==> config.mk <==
export PLATFORM = sky130hd
export DESIGN_NAME = keypad_scan4_flat
export DESIGN_NICKNAME = d
export VERILOG_FILES = /design/src/rtl/keypad_pkg.sv /design/src/rtl/keypad_scan4_if.sv /design/src/rtl/keypad_scan_core.sv /design/src/rtl/keypad_scan4.sv /design/src/flat_wrapper.sv
export SDC_FILE = /design/constraint.sdc
export NUM_CORES = 1
export LEC_CHECK = 0
export ABC_CLOCK_PERIOD_IN_PS = 3900
export BUFFER_PORTS_ARGS = -buffer_cell sky130_fd_sc_hd__buf_4
export CELL_PAD_IN_SITES_DETAIL_PLACEMENT = 0
export CELL_PAD_IN_SITES_GLOBAL_PLACEMENT = 1
export CORE_ASPECT_RATIO = 0.75
export CORE_UTILIZATION = 45
export DETAILED_ROUTE_END_ITERATION = 7
export PLACE_DENSITY_LB_ADDON = 0.1
export SYNTH_ARGS = -nofsm -noshare
export SYNTH_HDL_FRONTEND = slang
export SYNTH_SLANG_ARGS = --single-unit
==> constraint.sdc <==
create_clock -name clk100 -period 3.9 [get_ports clk100]
set_input_delay 0.78 -clock clk100 [delete_from_list [all_inputs] [get_ports clk100]]
set_output_delay 0.78 -clock clk100 [all_outputs]
set_load 0.01 [all_outputs]
==> src/rtl/keypad_pkg.sv <==
// Shared types and constants for the 4x4 hex keypad scanner.
package keypad_pkg;

    localparam int NUM_COLS = 4;
    localparam int NUM_ROWS = 4;

    // Debounce FSM states.
    typedef enum logic [1:0] {
        ST_IDLE         = 2'd0,
        ST_PRESS_WAIT   = 2'd1,
        ST_HELD         = 2'd2,
        ST_RELEASE_WAIT = 2'd3
    } fsm_state_e;

    // Classification of one complete four-column scan.
    typedef enum logic [1:0] {
        SC_NONE   = 2'd0,
        SC_SINGLE = 2'd1,
        SC_MULTI  = 2'd2
    } scan_class_e;

    // Hex value printed on the key at (row, col).
    function automatic logic [3:0] key_map(input logic [1:0] r, input logic [1:0] c);
        logic [3:0] k;
        case ({r, c})
            4'h0: k = 4'h1;  4'h1: k = 4'h2;  4'h2: k = 4'h3;  4'h3: k = 4'hA;
            4'h4: k = 4'h4;  4'h5: k = 4'h5;  4'h6: k = 4'h6;  4'h7: k = 4'hB;
            4'h8: k = 4'h7;  4'h9: k = 4'h8;  4'hA: k = 4'h9;  4'hB: k = 4'hC;
            4'hC: k = 4'hE;  4'hD: k = 4'h0;  4'hE: k = 4'hF;  default: k = 4'hD;
        endcase
        return k;
    endfunction

endpackage

==> src/rtl/keypad_scan4_if.sv <==
// Keypad pins plus the decoded-key outputs that feed the display driver.
interface keypad_scan4_if;
    import keypad_pkg::*;

    logic [NUM_COLS-1:0] col;        // active-low column drive
    logic [NUM_ROWS-1:0] row;        // active-low row sense, async
    logic                clear;      // zero the entry register
    logic                key_valid;  // one-cycle accept pulse
    logic [3:0]          key_code;   // last accepted key
    logic                key_held;   // key accepted and not yet released
    logic [15:0]         number;     // entry register, newest nibble low

    // Scanner side.
    modport master (
        output col, key_valid, key_code, key_held, number,
        input  row, clear
    );

    // Keypad hardware / consumer side.
    modport slave (
        input  col, key_valid, key_code, key_held, number,
        output row, clear
    );
endinterface

==> src/rtl/keypad_scan_core.sv <==
// Column divider/drive, row synchronizer and per-scan accumulator.
// Emits a one-cycle scan_done_o with the class of each full scan.
module keypad_scan_core
    import keypad_pkg::*;
#(
    parameter int SCAN_DIV = 100000
) (
    input  logic                clk100,
    input  logic                reset,
    input  logic [NUM_ROWS-1:0] row_i,
    output logic [NUM_COLS-1:0] col_o,
    output logic                scan_done_o,
    output scan_class_e         scan_class_o,
    output logic [3:0]          scan_code_o
);

    localparam int DW = (SCAN_DIV > 1) ? $clog2(SCAN_DIV) : 1;
    localparam logic [DW-1:0] DIV_LAST = DW'(SCAN_DIV - 1);

    logic [DW-1:0]         div_q;
    logic [1:0]            col_idx_q;
    logic [NUM_COLS-1:0]   col_q;
    logic [NUM_ROWS-1:0]   row_meta_q, row_sync_q;
    logic [1:0]            acc_cnt_q, acc_cnt_d;   // saturates at 2 (= MULTI)
    logic [3:0]            acc_code_q, acc_code_d;
    logic                  scan_done_q;
    scan_class_e           scan_class_q;
    logic [3:0]            scan_code_q;

    logic                  sample;
    logic [NUM_ROWS-1:0]   row_low;
    logic [3:0]            row_code [NUM_ROWS];
    logic [2:0]            n_low;
    logic [3:0]            cur_code;
    logic [2:0]            sum_cnt;

    assign sample  = (div_q == DIV_LAST);
    assign row_low = ~row_sync_q;

    // Key code each row would produce in the currently active column.
    generate
        for (genvar gi = 0; gi < NUM_ROWS; gi++) begin : g_row_code
            assign row_code[gi] = key_map(2'(gi), col_idx_q);
        end
    endgenerate

    // Count low rows in this column and merge into the running scan result.
    always_comb begin
        n_low    = 3'd0;
        cur_code = 4'h0;
        for (int r = NUM_ROWS - 1; r >= 0; r--) begin
            if (row_low[r]) begin
                n_low    = n_low + 3'd1;
                cur_code = row_code[r];
            end
        end
        sum_cnt    = {1'b0, acc_cnt_q} + n_low;
        acc_cnt_d  = (sum_cnt >= 3'd2) ? 2'd2 : sum_cnt[1:0];
        acc_code_d = (n_low != 3'd0) ? cur_code : acc_code_q;
    end

    // Divider, column rotation and two-flop row synchronizer.
    always_ff @(posedge clk100) begin
        if (reset) begin
            div_q      <= '0;
            col_idx_q  <= 2'd0;
            col_q      <= 4'b1110;
            row_meta_q <= 4'b1111;
            row_sync_q <= 4'b1111;
        end else begin
            row_meta_q <= row_i;
            row_sync_q <= row_meta_q;
            // Column drive follows the index one cycle later.
            col_q      <= ~(4'b0001 << col_idx_q);
            if (sample) begin
                div_q     <= '0;
                col_idx_q <= col_idx_q + 2'd1;
            end else begin
                div_q <= div_q + DW'(1);
            end
        end
    end

    // Accumulate per-column samples; classify after the column-3 sample.
    always_ff @(posedge clk100) begin
        if (reset) begin
            acc_cnt_q    <= 2'd0;
            acc_code_q   <= 4'h0;
            scan_done_q  <= 1'b0;
            scan_class_q <= SC_NONE;
            scan_code_q  <= 4'h0;
        end else begin
            scan_done_q <= 1'b0;
            if (sample) begin
                if (col_idx_q == 2'd3) begin
                    scan_done_q  <= 1'b1;
                    scan_code_q  <= acc_code_d;
                    case (acc_cnt_d)
                        2'd0:    scan_class_q <= SC_NONE;
                        2'd1:    scan_class_q <= SC_SINGLE;
                        default: scan_class_q <= SC_MULTI;
                    endcase
                    acc_cnt_q  <= 2'd0;
                    acc_code_q <= 4'h0;
                end else begin
                    acc_cnt_q  <= acc_cnt_d;
                    acc_code_q <= acc_code_d;
                end
            end
        end
    end

    assign col_o        = col_q;
    assign scan_done_o  = scan_done_q;
    assign scan_class_o = scan_class_q;
    assign scan_code_o  = scan_code_q;

endmodule

==> src/rtl/keypad_scan4.sv <==
// 4x4 hex keypad scanner: debounce FSM and 16-bit entry register
// on top of the scan core.
module keypad_scan4
    import keypad_pkg::*;
#(
    parameter int SCAN_DIV       = 100000,
    parameter int DEBOUNCE_SCANS = 4
) (
    input  logic          clk100,
    input  logic          reset,
    keypad_scan4_if.master bus
);

    localparam logic [1:0] IDLE         = ST_IDLE;
    localparam logic [1:0] PRESS_WAIT   = ST_PRESS_WAIT;
    localparam logic [1:0] HELD         = ST_HELD;
    localparam logic [1:0] RELEASE_WAIT = ST_RELEASE_WAIT;

    localparam int CW = $clog2(DEBOUNCE_SCANS + 1);
    localparam logic [CW-1:0] DEB = CW'(DEBOUNCE_SCANS);

    logic        scan_done;
    scan_class_e scan_class;
    logic [3:0]  scan_code;

    logic [1:0]    state_q, state_d;
    logic [CW-1:0] cnt_q, cnt_d;
    logic [3:0]    cand_q, cand_d;
    logic          accept, release_key;
    logic          key_valid_q, key_held_q;
    logic [3:0]    key_code_q;
    logic [15:0]   number_q;

    keypad_scan_core #(.SCAN_DIV(SCAN_DIV)) u_core (
        .clk100       (clk100),
        .reset        (reset),
        .row_i        (bus.row),
        .col_o        (bus.col),
        .scan_done_o  (scan_done),
        .scan_class_o (scan_class),
        .scan_code_o  (scan_code)
    );

    // Debounce decisions, taken once per full-scan result.
    always_comb begin
        state_d     = state_q;
        cnt_d       = cnt_q;
        cand_d      = cand_q;
        accept      = 1'b0;
        release_key = 1'b0;
        if (scan_done) begin
            case (state_q)
                IDLE: begin
                    if (scan_class == SC_SINGLE) begin
                        cand_d = scan_code;
                        cnt_d  = CW'(1);
                        if (DEB == CW'(1)) begin
                            accept  = 1'b1;
                            state_d = HELD;
                        end else begin
                            state_d = PRESS_WAIT;
                        end
                    end
                end
                PRESS_WAIT: begin
                    if (scan_class == SC_SINGLE) begin
                        if (scan_code == cand_q) begin
                            if (cnt_q + CW'(1) == DEB) begin
                                accept  = 1'b1;
                                state_d = HELD;
                            end else begin
                                cnt_d = cnt_q + CW'(1);
                            end
                        end else begin
                            cand_d = scan_code;
                            cnt_d  = CW'(1);
                        end
                    end else begin
                        state_d = IDLE;
                    end
                end
                HELD: begin
                    // Anything other than an empty scan keeps the key held.
                    if (scan_class == SC_NONE) begin
                        cnt_d = CW'(1);
                        if (DEB == CW'(1)) begin
                            release_key = 1'b1;
                            state_d     = IDLE;
                        end else begin
                            state_d = RELEASE_WAIT;
                        end
                    end
                end
                default: begin // RELEASE_WAIT
                    if (scan_class == SC_NONE) begin
                        if (cnt_q + CW'(1) == DEB) begin
                            release_key = 1'b1;
                            state_d     = IDLE;
                        end else begin
                            cnt_d = cnt_q + CW'(1);
                        end
                    end else begin
                        state_d = HELD;
                    end
                end
            endcase
        end
    end

    // FSM state, key outputs and entry register; clear beats a same-cycle accept.
    always_ff @(posedge clk100) begin
        if (reset) begin
            state_q     <= IDLE;
            cnt_q       <= '0;
            cand_q      <= 4'h0;
            key_valid_q <= 1'b0;
            key_code_q  <= 4'h0;
            key_held_q  <= 1'b0;
            number_q    <= 16'h0000;
        end else begin
            state_q     <= state_d;
            cnt_q       <= cnt_d;
            cand_q      <= cand_d;
            key_valid_q <= accept;
            if (accept) begin
                key_code_q <= scan_code;
                key_held_q <= 1'b1;
            end else if (release_key) begin
                key_held_q <= 1'b0;
            end
            if (bus.clear) begin
                number_q <= 16'h0000;
            end else if (accept) begin
                number_q <= {number_q[11:0], scan_code};
            end
        end
    end

    assign bus.key_valid = key_valid_q;
    assign bus.key_code  = key_code_q;
    assign bus.key_held  = key_held_q;
    assign bus.number    = number_q;

endmodule

==> src/flat_wrapper.sv <==
// flat-port wrapper written by rule: the top's interface ports become plain ports
module keypad_scan4_flat import keypad_pkg::*;
#(
    parameter int SCAN_DIV       = 100000,
    parameter int DEBOUNCE_SCANS = 4
)
  (clk100, reset, bus_col, bus_key_valid, bus_key_code, bus_key_held, bus_number, bus_row, bus_clear);
  keypad_scan4_if bus_i ();
  input  logic clk100;
  input  logic reset;
  output wire logic [$bits(bus_i.col)-1:0] bus_col;
  output wire logic [$bits(bus_i.key_valid)-1:0] bus_key_valid;
  output wire logic [$bits(bus_i.key_code)-1:0] bus_key_code;
  output wire logic [$bits(bus_i.key_held)-1:0] bus_key_held;
  output wire logic [$bits(bus_i.number)-1:0] bus_number;
  input wire logic [$bits(bus_i.row)-1:0] bus_row;
  input wire logic [$bits(bus_i.clear)-1:0] bus_clear;
  assign bus_col = bus_i.col;
  assign bus_key_valid = bus_i.key_valid;
  assign bus_key_code = bus_i.key_code;
  assign bus_key_held = bus_i.key_held;
  assign bus_number = bus_i.number;
  assign bus_i.row = bus_row;
  assign bus_i.clear = bus_clear;
  keypad_scan4 #(.SCAN_DIV(SCAN_DIV), .DEBOUNCE_SCANS(DEBOUNCE_SCANS)) u_core (.clk100(clk100), .reset(reset), .bus(bus_i));
endmodule
==> reports/results.ini <==
[status]
status = finished, final reports clean

[logic_synthesis]
ys_ff_latch = 75
synth_edf_count = 0
synth_nets = 426
synthCells = 401
synth_ff_type = dfxtp_1
async_flop_share_pct = 0
yosys.area.top_type = dfxtp_1
synth.top_cell.area_share_pct = 42.4
syn_area_mm2 = 0.00354
synth_cell_types = 67
synth.avg_cell_area_um2 = 8.83
synth.area.top_cells = dfxtp_1 42%, nand2_1 6.2%, ha_1 6.0%
yosysWarnings = 0
ys_seq_area_share_pct = 42.4

[setup_path]
ff2ff_path_depth = 11
critPathMaxFanout = 8
r2r_setup_slack_ns = 0.77
worstPathArrival_ns = 3.40
cp-start-kind = flop
r2r_end = u_core.u_core.acc_cnt_q[1]$_SDFFE_PP0N_
cp.required_ns = 4.18
worstSetupPathType = flop to flop
endpoint_kind = flop
r2r_start = u_core.u_core.row_sync_q[2]$_SDFF_PP1_

[cts]
cts.sinks = 75
clk_pin_slew_ns = 0.08
postCtsSetupRepairBufs = 0
cts_resized = 0
tritoncts = yes
cts_root_buf = clkbuf_8
clockBufferDepth = 2
cts_hold_buf = 0
cts_max_level = 3
cts_buffers = 9
clkLatencyLatePin_ns = 0.35

[global_routing]
gr-total-overflow = 0
busiest_layer = met2
use_met2_pct = 30.3
grt.met3_usage_pct = 4.60
grt_use_met1_pct = 24.5
antenna_found_initial = 0
grt_use_total_pct = 18.7
grt_max_degree = 42
grt_pass1_vias = 2627
grt_pass1_wl_um = 12400

[flow_run]
drv_cap = 0

[place]
dp_hpwl_um = 4800
io_buffers = 32
gp_congestion = 0.789

[hold_path]
hp-start = u_core.u_core.row_meta_q[0]$_SDFF_PP1_
holdPathEnd = u_core.u_core.row_sync_q[0]$_SDFF_PP1_
hold_depth = 1
holdCritPathClass = flop to flop

[die]
rows = 27
io_pins = 33
dieWidth_um = 104
die_area_mm2 = 0.00823
fp.dieH_um = 78.8
core-area_mm2 = 0.00747
start_util_pct = 47.4

[finish]
area_growth_pct = 13.6
diodes = 0
nets = 454
drive_gt1_share_pct = 17.1

[sta]
tightest_slew_ns = 0.817
clock_skew_ns = 0.0139
finalHoldViolCount = 0
finalSetupViolations = 0
final_max_slew_viol_count = 0
slew_headroom_pct = 45.4
holdWs_ns = 0.416
fin_crit_sh_pct = 80.1
max_clock_freq_mhz = 320
rsz0062_at_grt = no
timing.final.crit_period_ns = 3.13
tns_ns = 0

[drt]
vias = 2771
drc = 0
drt_iter0_drc = 118
wl_per_cell_um = 13.1
viasPerCell = 5.18
wirelength_um = 7030
ant_nets = 0
first_pass_iters = 4

[pwr]
p_leak_nw = 1.54
vdd_drop_max_mv = 0.287
powerDensity_mw_per_mm2 = 348

cell usage in the layout (no fill, tap or decap), types with 4 or more instances in the layout:
| cell | instances |
|---|---|
| a21oi_1 | 34 |
| buf_4 | 33 |
| clkbuf_8 | 9 |
| dfxtp_1 | 75 |
| ha_1 | 17 |
| inv_1 | 17 |
| mux2i_1 | 8 |
| nand2_1 | 58 |
| nand2b_1 | 4 |
| nand3_1 | 13 |
| nand4_1 | 5 |
| nor2_1 | 38 |
| nor3_1 | 10 |
| nor4_1 | 6 |
| o21ai_0 | 6 |
| o31ai_1 | 4 |
| or2_2 | 10 |
| xnor2_1 | 10 |
| xor2_1 | 13 |
layout make-up:
class                           count  area (µm²)
Tap cell                          101         126
Timing Repair Buffer               33         248
Clock buffer                        9         124
Sequential cell                    75        1500
Multi-Input combinational cell    291        1890
Inverter                           19        71.3
Clock inverter                      7        58.8
Fill cell                         721        3440
worst max-delay path: stages, from the launching register on:
cell and delay (ns):
dfxtp_1 0.45, inv_1 0.07, ha_1 0.38, xnor2_1 0.26
ha_1 0.27, nor2_1 0.08, a31oi_1 0.09, fa_1 0.46
xnor3_1 0.37, nor2b_1 0.18, or3_1 0.31, a21oi_1 0.14
sequential cells by signal, summed over array words and instances (netlist names):
register                    flops
u_core.bus.key_held             1
u_core.u_core.acc_cnt_q         2
u_core.u_core.div_q            17
u_core.u_core.col_o             4
u_core.bus.key_valid            1
u_core.state_q                  2
u_core.u_core.scan_done_o       1
u_core.cand_q                   4
u_core.bus.number              16
u_core.u_core.scan_class_o      2
u_core.u_core.col_idx_q         2
u_core.u_core.row_sync_q        4
u_core.bus.key_code             4
u_core.u_core.acc_code_q        4
u_core.u_core.row_meta_q        4
u_core.u_core.scan_code_o       4
u_core.cnt_q                    3
report_power, final:
part,total (mW),switching [mW],internal (mW)
clock,0.562,0.320,0.242
sequential,0.778,0.00644,0.771
combinational,0.0616,0.0351,0.0265
worst max path at each step:
stage | cells past startpoint | startpoint | end | slack (ns)
after floorplan | 11 | u_core.u_core.row_sync_q[2]$_SDFF_PP1_ | u_core.u_core.acc_cnt_q[1]$_SDFFE_PP0N_ | 1.03
after global placement | 11 | u_core.u_core.row_sync_q[2]$_SDFF_PP1_ | u_core.u_core.acc_cnt_q[1]$_SDFFE_PP0N_ | 0.87
after detailed placement | 11 | u_core.u_core.row_sync_q[2]$_SDFF_PP1_ | u_core.u_core.acc_cnt_q[1]$_SDFFE_PP0N_ | 0.80
after CTS | 11 | u_core.u_core.row_sync_q[2]$_SDFF_PP1_ | u_core.u_core.acc_cnt_q[1]$_SDFFE_PP0N_ | 0.77
after global routing | 11 | u_core.u_core.row_sync_q[2]$_SDFF_PP1_ | u_core.u_core.acc_cnt_q[1]$_SDFFE_PP0N_ | 0.54
final | 11 | u_core.u_core.row_sync_q[2]$_SDFF_PP1_ | u_core.u_core.acc_cnt_q[1]$_SDFFE_PP0N_ | 0.77
stage by stage:
step	total power, mW	area [µm²]	utilization, %	setup slack, ns	cells
after global routing	1.46	4020	53.9	0.539	535
after floorplan	0.842	3540	-	1.03	401
final	1.40	4020	53.9	0.774	535
after global placement	0.858	3840	51.4	0.870	519
after CTS	1.42	4020	53.9	0.770	535
after detailed placement	0.858	3840	51.4	0.800	519
Yosys cell counts, types with 5 or more instances:
cell type  instances
xnor2_1           10
clkbuf_1           9
a21oi_1           34
nand3_1           13
o21ai_0            6
nor4_1             6
inv_1             17
nor2_1            38
mux2i_1            8
nand2_1           58
dfxtp_1           75
nor3_1            10
nand4_1            5
xor2_1            13
ha_1              17
or2_2             10
routing by layer:
metal  vias to the layer above  wire length (µm)
met4                         0                76
met1                      1268              3540
met2                        42              3140
met5                         -                 0
li1                       1451                 -
met3                        10               270
cells by family (layout without fill, tap and decap cells):
| logic type | Yosys count | after routing | synth area share [%] |
|---|---|---|---|
| buffers and inverters | 35 | 68 | 4.14 |
| AO/OA/AOI/OAI | 69 | 69 | 12.9 |
| XOR/XNOR | 24 | 24 | 6.33 |
| flip-flops | 75 | 75 | 42.4 |
| adder cells (fa/ha/maj) | 18 | 18 | 6.57 |
| AND/OR/NAND/NOR | 169 | 169 | 24.4 |
| multiplexers | 11 | 11 | 3.32 |
(Power assumes the default switching activity.)
